`config.mk`:
```
export PLATFORM = sky130hd
export DESIGN_NAME = usr_ctrl_5bit
export DESIGN_NICKNAME = d
export VERILOG_FILES = /design/src/rtl/usr_ctrl_5bit.sv
export SDC_FILE = /design/constraint.sdc
export NUM_CORES = 1
export LEC_CHECK = 0
export CORE_ASPECT_RATIO = 0.75
export CORE_MARGIN = 2
export CORE_UTILIZATION = 45
export DETAILED_ROUTE_END_ITERATION = 7
export PLACE_DENSITY = 0.89
export SETUP_SLACK_MARGIN = 0.4
export SLEW_MARGIN = 0
export SYNTH_ARGS = -nofsm -noshare
export SYNTH_HDL_FRONTEND = slang
export SYNTH_SLANG_ARGS = --single-unit
```
`constraint.sdc`:
```
create_clock -name clk -period 4.8 [get_ports clk]
set_input_delay 0.72 -clock clk [delete_from_list [all_inputs] [get_ports clk]]
set_output_delay 0.72 -clock clk [all_outputs]
set_load 0.02 [all_outputs]
```
`src/rtl/usr_ctrl_5bit.sv`:
```
// usr_ctrl_5bit: sequencer for an external universal shift register.
// Transmit: parallel-load a word, then shift it out one bit per cycle.
// Receive: shift WIDTH serial bits in, then capture the register into dout.
//
// Ports
//   clk       in   clock, rising-edge
//   rst       in   asynchronous active-low reset
//   start     in   request an operation (sampled in IDLE only)
//   op        in   0 = transmit, 1 = receive
//   dir       in   0 = shift right (LSB first), 1 = shift left (MSB first)
//   din       in   word to transmit
//   ser_in    in   serial receive data
//   abort     in   synchronous cancel of the current operation
//   po        in   parallel output of the controlled register
//   sel       out  register mode: 00 hold, 01 right, 10 left, 11 load
//   pi        out  parallel load word (latched din)
//   si        out  serial input to the register
//   ser_out   out  transmitted bit, valid while ser_valid is high
//   ser_valid out  high on each transmit shift cycle
//   dout      out  last received word
//   busy      out  high outside IDLE
//   done      out  one-cycle completion pulse
module usr_ctrl_5bit #(
    parameter int unsigned WIDTH = 5
) (
    input  logic             clk,
    input  logic             rst,
    input  logic             start,
    input  logic             op,
    input  logic             dir,
    input  logic [WIDTH-1:0] din,
    input  logic             ser_in,
    input  logic             abort,
    input  logic [WIDTH-1:0] po,
    output logic [1:0]       sel,
    output logic [WIDTH-1:0] pi,
    output logic             si,
    output logic             ser_out,
    output logic             ser_valid,
    output logic [WIDTH-1:0] dout,
    output logic             busy,
    output logic             done
);

    localparam int unsigned CntW = $clog2(WIDTH + 1);
    localparam logic [CntW-1:0] LastCnt = CntW'(WIDTH - 1);

    typedef enum logic [2:0] {
        StIdle,
        StLoad,
        StShift,
        StCapture,
        StDone
    } state_e;

    state_e            state_q, state_d;
    logic [CntW-1:0]   cnt_q, cnt_d;
    logic              op_q, op_d;
    logic              dir_q, dir_d;
    logic [WIDTH-1:0]  pi_q, pi_d;
    logic [WIDTH-1:0]  dout_q, dout_d;

    always_ff @(posedge clk or negedge rst) begin
        if (!rst) begin
            state_q <= StIdle;
            cnt_q   <= '0;
            op_q    <= 1'b0;
            dir_q   <= 1'b0;
            pi_q    <= '0;
            dout_q  <= '0;
        end else begin
            state_q <= state_d;
            cnt_q   <= cnt_d;
            op_q    <= op_d;
            dir_q   <= dir_d;
            pi_q    <= pi_d;
            dout_q  <= dout_d;
        end
    end

    // Next-state logic
    always_comb begin
        state_d = state_q;
        cnt_d   = cnt_q;
        op_d    = op_q;
        dir_d   = dir_q;
        pi_d    = pi_q;
        dout_d  = dout_q;

        unique case (state_q)
            StIdle: begin
                if (start && !abort) begin
                    op_d    = op;
                    dir_d   = dir;
                    pi_d    = din;
                    cnt_d   = '0;
                    state_d = op ? StShift : StLoad;
                end
            end
            StLoad: begin
                cnt_d   = '0;
                state_d = StShift;
            end
            StShift: begin
                // Counter ends at WIDTH after the last shift edge, never beyond.
                cnt_d = cnt_q + CntW'(1);
                if (cnt_q == LastCnt) begin
                    state_d = op_q ? StCapture : StDone;
                end
            end
            StCapture: begin
                dout_d  = po;
                state_d = StDone;
            end
            StDone: begin
                state_d = StIdle;
            end
            default: begin
                state_d = StIdle;
            end
        endcase

        // Abort wins over everything outside IDLE; a pending capture is dropped.
        if (abort && (state_q != StIdle)) begin
            state_d = StIdle;
            dout_d  = dout_q;
        end
    end

    // Moore outputs (si follows ser_in combinationally while receiving)
    always_comb begin
        sel       = 2'b00;
        si        = 1'b0;
        ser_out   = 1'b0;
        ser_valid = 1'b0;
        done      = 1'b0;

        unique case (state_q)
            StLoad: begin
                sel = 2'b11;
            end
            StShift: begin
                sel = dir_q ? 2'b10 : 2'b01;
                if (op_q) begin
                    si = ser_in;
                end else begin
                    ser_valid = 1'b1;
                    ser_out   = dir_q ? po[WIDTH-1] : po[0];
                end
            end
            StDone: begin
                done = 1'b1;
            end
            default: begin
            end
        endcase
    end

    assign pi   = pi_q;
    assign dout = dout_q;
    assign busy = (state_q != StIdle);

endmodule

```
Word level (Yosys, flattened, before mapping)
Index checks and enable logic that the tools add are counted.

operators by class
  add/sub/neg operators = 1
  equal/unequal tests = 8
  mux-type cells = 18
  bitwise gates (word level) = 1
  reduce and logical (&&, ||, !) cells = 10

operators with widths
  operator                                                         number
  3-bit two-way mux                                                5
  3-bit case mux with 4 select lines                               1
  3-bit case mux with 3 select lines                               1
  1-bit two-way mux                                                8
  2-bit AND reduction                                              4
  3-bit by 2-bit == test with 1-bit output, second input constant  2
  3-bit == test, second input constant                             2
  3-bit inequality test, second input constant                     2
  3-bit nonzero test                                               2
  2-bit two-way mux                                                2
  2-bit case mux with 2 select lines                               1
  3-bit by 1-bit adder with 3-bit output, second input constant    1
  3-bit by 1-bit == test with 1-bit output, second input constant  1
  3-bit logical NOT                                                1
  1-bit logical AND                                                2
  2-bit inequality test, second input constant                     1
  1-bit logical NOT                                                1
  1-bit inverter                                                   1

word-level totals
  flip-flop bits (word level) = 18
  input port bits = 17
  output and inout port bits = 17
  word-level logic and storage cells = 44

Longest topological paths before layout
Gate-level depths: netlist (run 1).

  depth after elaboration = 5
  depth in mapped cells = 5
  depth with buffers taken out = 5

Worst setup path after synthesis (run 1)
OpenSTA, ideal clock, no wires.

  kind = flip-flop to output port
  from = reg state_q[2]
  to = out ser_out
  arrival time = 1492 ps
  slack = 2588 ps
  stages on the path, launching flop included = 4
  cell sequence = dfrtp_1 > clkbuf_1 > or3_1 > nor3_1

on the way
  word-level cells in the longest chain between the ends = 2

ends and longest elaborated chain
  element                                   line  RTL
  from (decl)                               56    state_e state_q, state_d;
  from (signal assigned)                    65    state_q <= StIdle;
  from (signal assigned)                    72    state_q <= state_d;
  3-bit by 2-bit == test with 1-bit output  138   unique case (state_q)
  1-bit two-way mux                         138
  to (decl)                                 38    output logic ser_out,

No other way between the ends.

Worst setup path after layout (run 1)
  from = reg state_q[1]
  to = out ser_out

The elaborated chain is that of the path after synthesis.

==> flow_summary_export.csv, run 1 <==
group,metric,value,unit
status,run_status,"complete, no violations",
critical_path,critPathCaptureType,"output pin",
global_route,antenna_found_initial,0,
clock_network,gates_resized_cts_repair,0,
die,placement_rows,14,
placed_design,routability_congestion_estimate_from_global_placement,0.8980,
clock_network,tritoncts,"done",
hold_path,timing.hold.worst.class,"register to register",
sta,relative_slew_margins,46.65,%
synthesis,postSynthCellCount,78,
synthesis,synth-warning-count,0,
synthesis,yosys.cell_types.count,30,
clock_network,tritoncts.num_buffers,3,
route,route.vias.total,728,
sta,period_needed,2.986,ns
route,route.final.wire_length,2024,um
synthesis,flops_latches_synth,18,
critical_path,r2r_end,"pi[0]",
pwr,leakage,0.5696,nW
critical_path,critical_path.n_buffers_inverters,2,
die,boundaryPins,34,
layout,stdcell_area,1309,um^2
layout,post_route_cells_drive_above_1_share,17.12,%
layout,nNetsFinal,131,
critical_path,crit_arrival,2.27,ns
critical_path,cpLargestDelayFamily,"buffers and inverters",
critical_path,r2r-start,"state_q[2]",
pwr,worst_ir_drop_vdd,0.3821,mV
pwr,power_per_cell_area,613.0,nW/um^2
sta,setup_viol,0,
layout,area_growth_syn_to_layout,38.91,%
route,routed_wire_length_per_instance,14.99,um
layout,final_core_util,65.54,%
die,core,1997,um^2
hold_path,hold_path.startpoint,"dout[4]",
die,fp.dieArea,2479,um^2
die,initial_utilization,47.18,%
clock_network,cts.reportedPaths.clkPinSlew,0.11,ns
global_route,vias_in_the_first_global_route,759,
sta,rsz0062_at_grt,"false",
hold_path,hold_depth,1,
critical_path,timing.critical_path.cells,"inv_1, or3_1, nor3_1, clkdlybuf4s50_1",
critical_path,delay_of_the_slowest_critical_path_stage,0.64,ns
clock_network,cts_hold_buffers,0,
sta,actual_slew_at_the_worst_max_slew_pin,0.7978,ns
critical_path,worstSetupStartpointType,"register",
sta,max_clock_skew,0.006232,ns
global_route,grt_first_pass_wirelength,3539,um
hold_path,worst_hold_path.endpoint,"dout[4]",
synthesis,seq_area_frac_synth,47.81,%
sta,timing.fmax,0.3349,GHz
global_route,global_route_usage_sum,19.29,%
sta,post-route-period-util,62.20,%
route,antenna_violating_nets_post_route,0,
die,die-width,56.84,um
route,post_drt_via_cell_ratio,5.393,
route,drcViolationCount,0,
clock_network,clock_sinks,18,
critical_path,worstPathMaxFanout,10,
clock_network,root_buffer,"clkbuf_4",
sta,hold_ws,0.5145,ns
critical_path,slowest_stage,"clkdlybuf4s50_1",
critical_path,critical_path_required,4.08,ns
clock_network,cts-root-to-sink-buffers,2,
critical_path,r2r_setup_slack,2.88,ns
placed_design,half_perimeter_wire_length_of_the_detailed_placement_result,1550,um
layout,layoutNonFillerInstCount,135,
clock_network,post-cts-setup-buffer-count,0,
clock_network,cts.htree.levels,1,
sta,final-hold-violation-count,0,
synthesis,syn-num-nets,97,
placed_design,placedInstanceArea,1272,um^2
layout,n_fill_cell,174,
critical_path,critPathKind,"register to output pin",
job,max-cap-violations,0,
placed_design,buffer_ports.inserted,33,
sta,slew_violations,0,
global_route,global_route.overflow_total,0,
synthesis,synthesis.area_per_instance,12.08,um^2
synthesis,postSynth.asyncResetShare,100.0,%
placed_design,dpl.cell_count,131,
synthesis,synth_edf_count,0,
route,firstDrtPassIters,4,
sta,setup-tns-final,0,ns
route,drt-initial-drc-count,22,
synthesis,synth-main-ff-cell,"dfrtp_1",
critical_path,register_to_register_path_depth,3,
layout,insertedDiodeCount,0,
die,die_height,43.63,um
synthesis,synth_area,942.2,um^2
clock_network,clk_latency,0.30,ns
global_route,grt_max_degree,19,
==> power by group <==
group          internal [mW]  switching, mW  total, mW
Combinational          0.232          0.193      0.424
Clock                 0.0463         0.0479     0.0941
Sequential             0.214         0.0697      0.284
Total                  0.492          0.310      0.802
==> cell families (layout without fill, tap and decap cells) <==
| family | Yosys count | after routing | synth area share [%] |
|---|---|---|---|
| flops | 18 | 18 | 47.81 |
| simple gates | 23 | 23 | 16.60 |
| mux | 14 | 14 | 19.26 |
| buf+inv | 8 | 41 | 4.781 |
| fa+ha+maj | 2 | 2 | 2.656 |
| compound gates | 13 | 13 | 8.898 |
==> synthesized netlist by cell type (all sizes together), types with 2 or more instances <==
master	count	area share, %
dfrtp	18	48
mux2	12	17
a21oi	6	3.2
inv	4	1.6
nor2	4	1.6
or3	3	2.5
a211oi	2	1.6
and2	2	1.5
and3	2	1.3
buf	2	2.4
clkbuf	2	0.80
ha	2	2.7
mux2i	2	2.1
nand2	2	0.80
nand2b	2	1.3
nor3	2	1.1
==> layout make-up <==
class,instances,area [um^2],share of cell area [%]
Clock buffer,4,36.28,2.772
Sequential cell,18,450.4,34.42
Inverter,4,15.01,1.147
Timing Repair Buffer,33,330.3,25.24
Multi-Input combinational cell,52,446.7,34.13
Tap cell,24,30.03,2.294
==> sequential cells by signal (all words and copies together), names as in the netlist <==
name and cells:
dout 5, pi 5, cnt_q 3, state_q 3, dir_q 1, op_q 1
==> routing by layer <==
layer | global-route usage, % | part of all wire, % | wire (um)
met1 | 23.22 | 44 | 887
met3 | 8.060 | 7.3 | 148
met5 | 0 | 0 | 0
met2 | 32.09 | 48 | 964
met4 | 6.047 | 1.1 | 23
==> cell usage in the layout (no fill, tap or decap), types with 2 or more instances in the layout <==
cell,count
nor2_1,4
inv_1,4
nand2_1,2
mux2_4,7
mux2i_1,2
mux2_2,5
ha_1,2
and3_1,2
or3_1,2
a211oi_1,2
dfrtp_1,18
a21oi_1,6
clkdlybuf4s50_1,33
clkbuf_4,3
nand2b_1,2
nor3_1,2
==> metrics by stage <==
step / setup slack [ns] / power, mW
6_report: 1.814 / 0.8023
5_1_grt: 1.690 / 0.8580
4_1_cts: 1.826 / 0.8062
3_5_place_dp: 2.005 / 0.7103
3_3_place_gp: 2.069 / 0.6926
2_1_floorplan: 2.588 / 0.5390
==> worst max path at each step <==
stage,from,end,slack (ns),cells after the start
2_1_floorplan,state_q[2],ser_out,2.59,3
3_3_place_gp,po[4],ser_out,2.07,4
3_5_place_dp,po[4],ser_out,2.01,4
4_1_cts,state_q[1],ser_out,1.83,4
5_1_grt,state_q[1],ser_out,1.69,4
6_report,state_q[1],ser_out,1.81,4
(Power assumes the default switching activity.)
==> run 2: changes to the inputs <==
Settings changed: CORE_UTILIZATION 45 to 43, PLACE_DENSITY 0.89 to 0.85.
Clock period 4.8 ns to 2.8 ns, I/O delays scaled along.
==> flow_summary_export.csv, run 2 (synthesis results as in run 1) <==
group,metric,value,unit
sta,setup_viol,0,
route,drt-initial-drc-count,24,
die,die_height,44.54,um
clock_network,cts.htree.levels,1,
global_route,antenna_found_initial,0,
critical_path,cpLargestDelayFamily,"buffers and inverters",
route,route.final.wire_length,2004,um
critical_path,timing.critical_path.cells,"or3_1, nor2_1, clkdlybuf4s50_1",
sta,timing.fmax,0.4256,GHz
pwr,switchingPower,0.5217,mW
die,initial_utilization,46.37,%
critical_path,worstPathMaxFanout,13,
global_route,grt_first_pass_wirelength,3305,um
sta,final_critical_path_setup_slack,0.4502,ns
global_route,vias_in_the_first_global_route,699,
critical_path,critical_path.n_buffers_inverters,1,
layout,commonest_non_fill_non_tap_cells_in_the_layout,"31 x clkdlybuf4s50_1, 15 x dfrtp_1, 7 x mux2_4, 6 x a21oi_1, 5 x mux2_2",
placed_design,buffer_ports.inserted,33,
sta,actual_slew_at_the_worst_max_slew_pin,0.7971,ns
layout,area_growth_syn_to_layout,40.37,%
sta,period_needed,2.350,ns
die,boundaryPins,34,
sta,slew_violations,0,
route,routed_wire_length_per_instance,14.74,um
placed_design,half_perimeter_wire_length_of_the_detailed_placement_result,1499,um
layout,final_core_util,65.09,%
clock_network,clk_latency,0.29,ns
sta,rsz0062_at_grt,"true",
sta,final-hold-violation-count,0,
clock_network,tritoncts.num_buffers,3,
layout,nNetsFinal,132,
die,fp.dieArea,2586,um^2
sta,max_clock_skew,0.007385,ns
placed_design,routability_congestion_estimate_from_global_placement,0.9287,
hold_path,timing.hold.worst.class,"register to register",
pwr,leakage,0.5821,nW
pwr,power_per_cell_area,1036,nW/um^2
route,antenna_violating_nets_post_route,0,
critical_path,delay_of_the_slowest_critical_path_stage,0.60,ns
die,core,2032,um^2
clock_network,tritoncts,"done",
sta,relative_slew_margins,46.70,%
status,run_status,"complete, no violations",
layout,post_route_cells_drive_above_1_share,21.43,%
critical_path,critPathKind,"register to output pin",
layout,leading_cell_type_in_the_layout_fill_and_taps_excluded,"clkdlybuf4s50_1",
global_route,global_route_usage_sum,17.53,%
clock_network,cts.reportedPaths.clkPinSlew,0.10,ns
critical_path,slowest_stage,"clkdlybuf4s50_1",
global_route,grt_max_degree,19,
route,drcViolationCount,0,
pwr,internal_portion_of_total_power,0.8479,mW
pwr,share_clk_of_total_power,11.6,%
clock_network,root_buffer,"clkbuf_4",
clock_network,clock_sinks,18,
critical_path,crit_arrival,1.93,ns
sta,setup-tns-final,0,ns
critical_path,critical_path_required,2.38,ns
route,post_drt_via_cell_ratio,5.324,
pwr,seq_power_share,34.9,%
placed_design,pre_cts_ws,0.4784,ns
pwr,comb_power_share,53.5,%
critical_path,critPathCaptureType,"output pin",
global_route,global_route.overflow_total,0,
die,die-width,58.05,um
critical_path,worstSetupStartpointType,"register",
sta,post-route-period-util,83.92,%
job,max-cap-violations,0,
route,firstDrtPassIters,4,
pwr,p_sw_share,38.09,%
layout,insertedDiodeCount,0,
clock_network,cts-root-to-sink-buffers,2,
route,route.vias.total,724,
pwr,worst_ir_drop_vdd,0.7166,mV
die,placement_rows,14,
==> run 2: repair_timing <==
action | in CTS | in global routing
setup buffers | 0 | 1
resized for setup | 5 | 1
setup endpoints to repair | 4 | 2
hold buffers | 0 | 0
==> run 2: metrics by stage <==
stage          hold slack [ns]  total power [mW]  cell area (um^2)  std cells
2_1_floorplan           0.1244            0.9239             942.2         78
3_3_place_gp            0.4889             1.185              1272        131
3_5_place_dp            0.4920             1.206              1272        131
4_1_cts                 0.5203             1.369              1314        135
5_1_grt                 0.5384             1.458              1323        136
6_report                0.5164             1.370              1323        136
==> run 2: power groups by stage <==
stage                     Combinational (mW)  Clock, mW  Sequential (mW)
after floorplan                        0.402          0            0.522
after global placement                 0.708          0            0.477
after detailed placement               0.721          0            0.485
after CTS                              0.720      0.166            0.483
after global routing                   0.786      0.175            0.496
final                                  0.732      0.159            0.479
==> run 2: final timing paths <==
| kind | from | end | slack, ns | cells past startpoint |
|---|---|---|---|---|
| worst min register to register | dout[3] | dout[3] | 0.52 | 1 |
| max in group asynchronous | rst | state_q[1] | 1.67 | 1 |
| worst max register to register | state_q[1] | dir_q | 0.96 | 4 |
| worst min-delay path | dout[3] | dout[3] | 0.52 | 1 |
| min in group asynchronous | rst | cnt_q[0] | 0.58 | 1 |
| worst max-delay path | state_q[2] | ser_valid | 0.45 | 3 |
==> run 2: per-layer routing <==
metal | up-vias | GRT usage, % | wire [um]
met4 | 0 | 6.977 | 21
met5 | - | 0 | 0
met3 | 2 | 8.480 | 192
met2 | 39 | 25.68 | 928
li1 | 347 | - | -
met1 | 336 | 22.34 | 862
==> run 2: area by class of cell <==
type | count | area [um^2]
Fill cell | 162 | 709.4
Sequential cell | 18 | 454.2
Multi-Input combinational cell | 52 | 451.7
Timing Repair Buffer | 34 | 335.3
Clock buffer | 4 | 36.28
Tap cell | 24 | 30.03
Inverter | 4 | 15.01
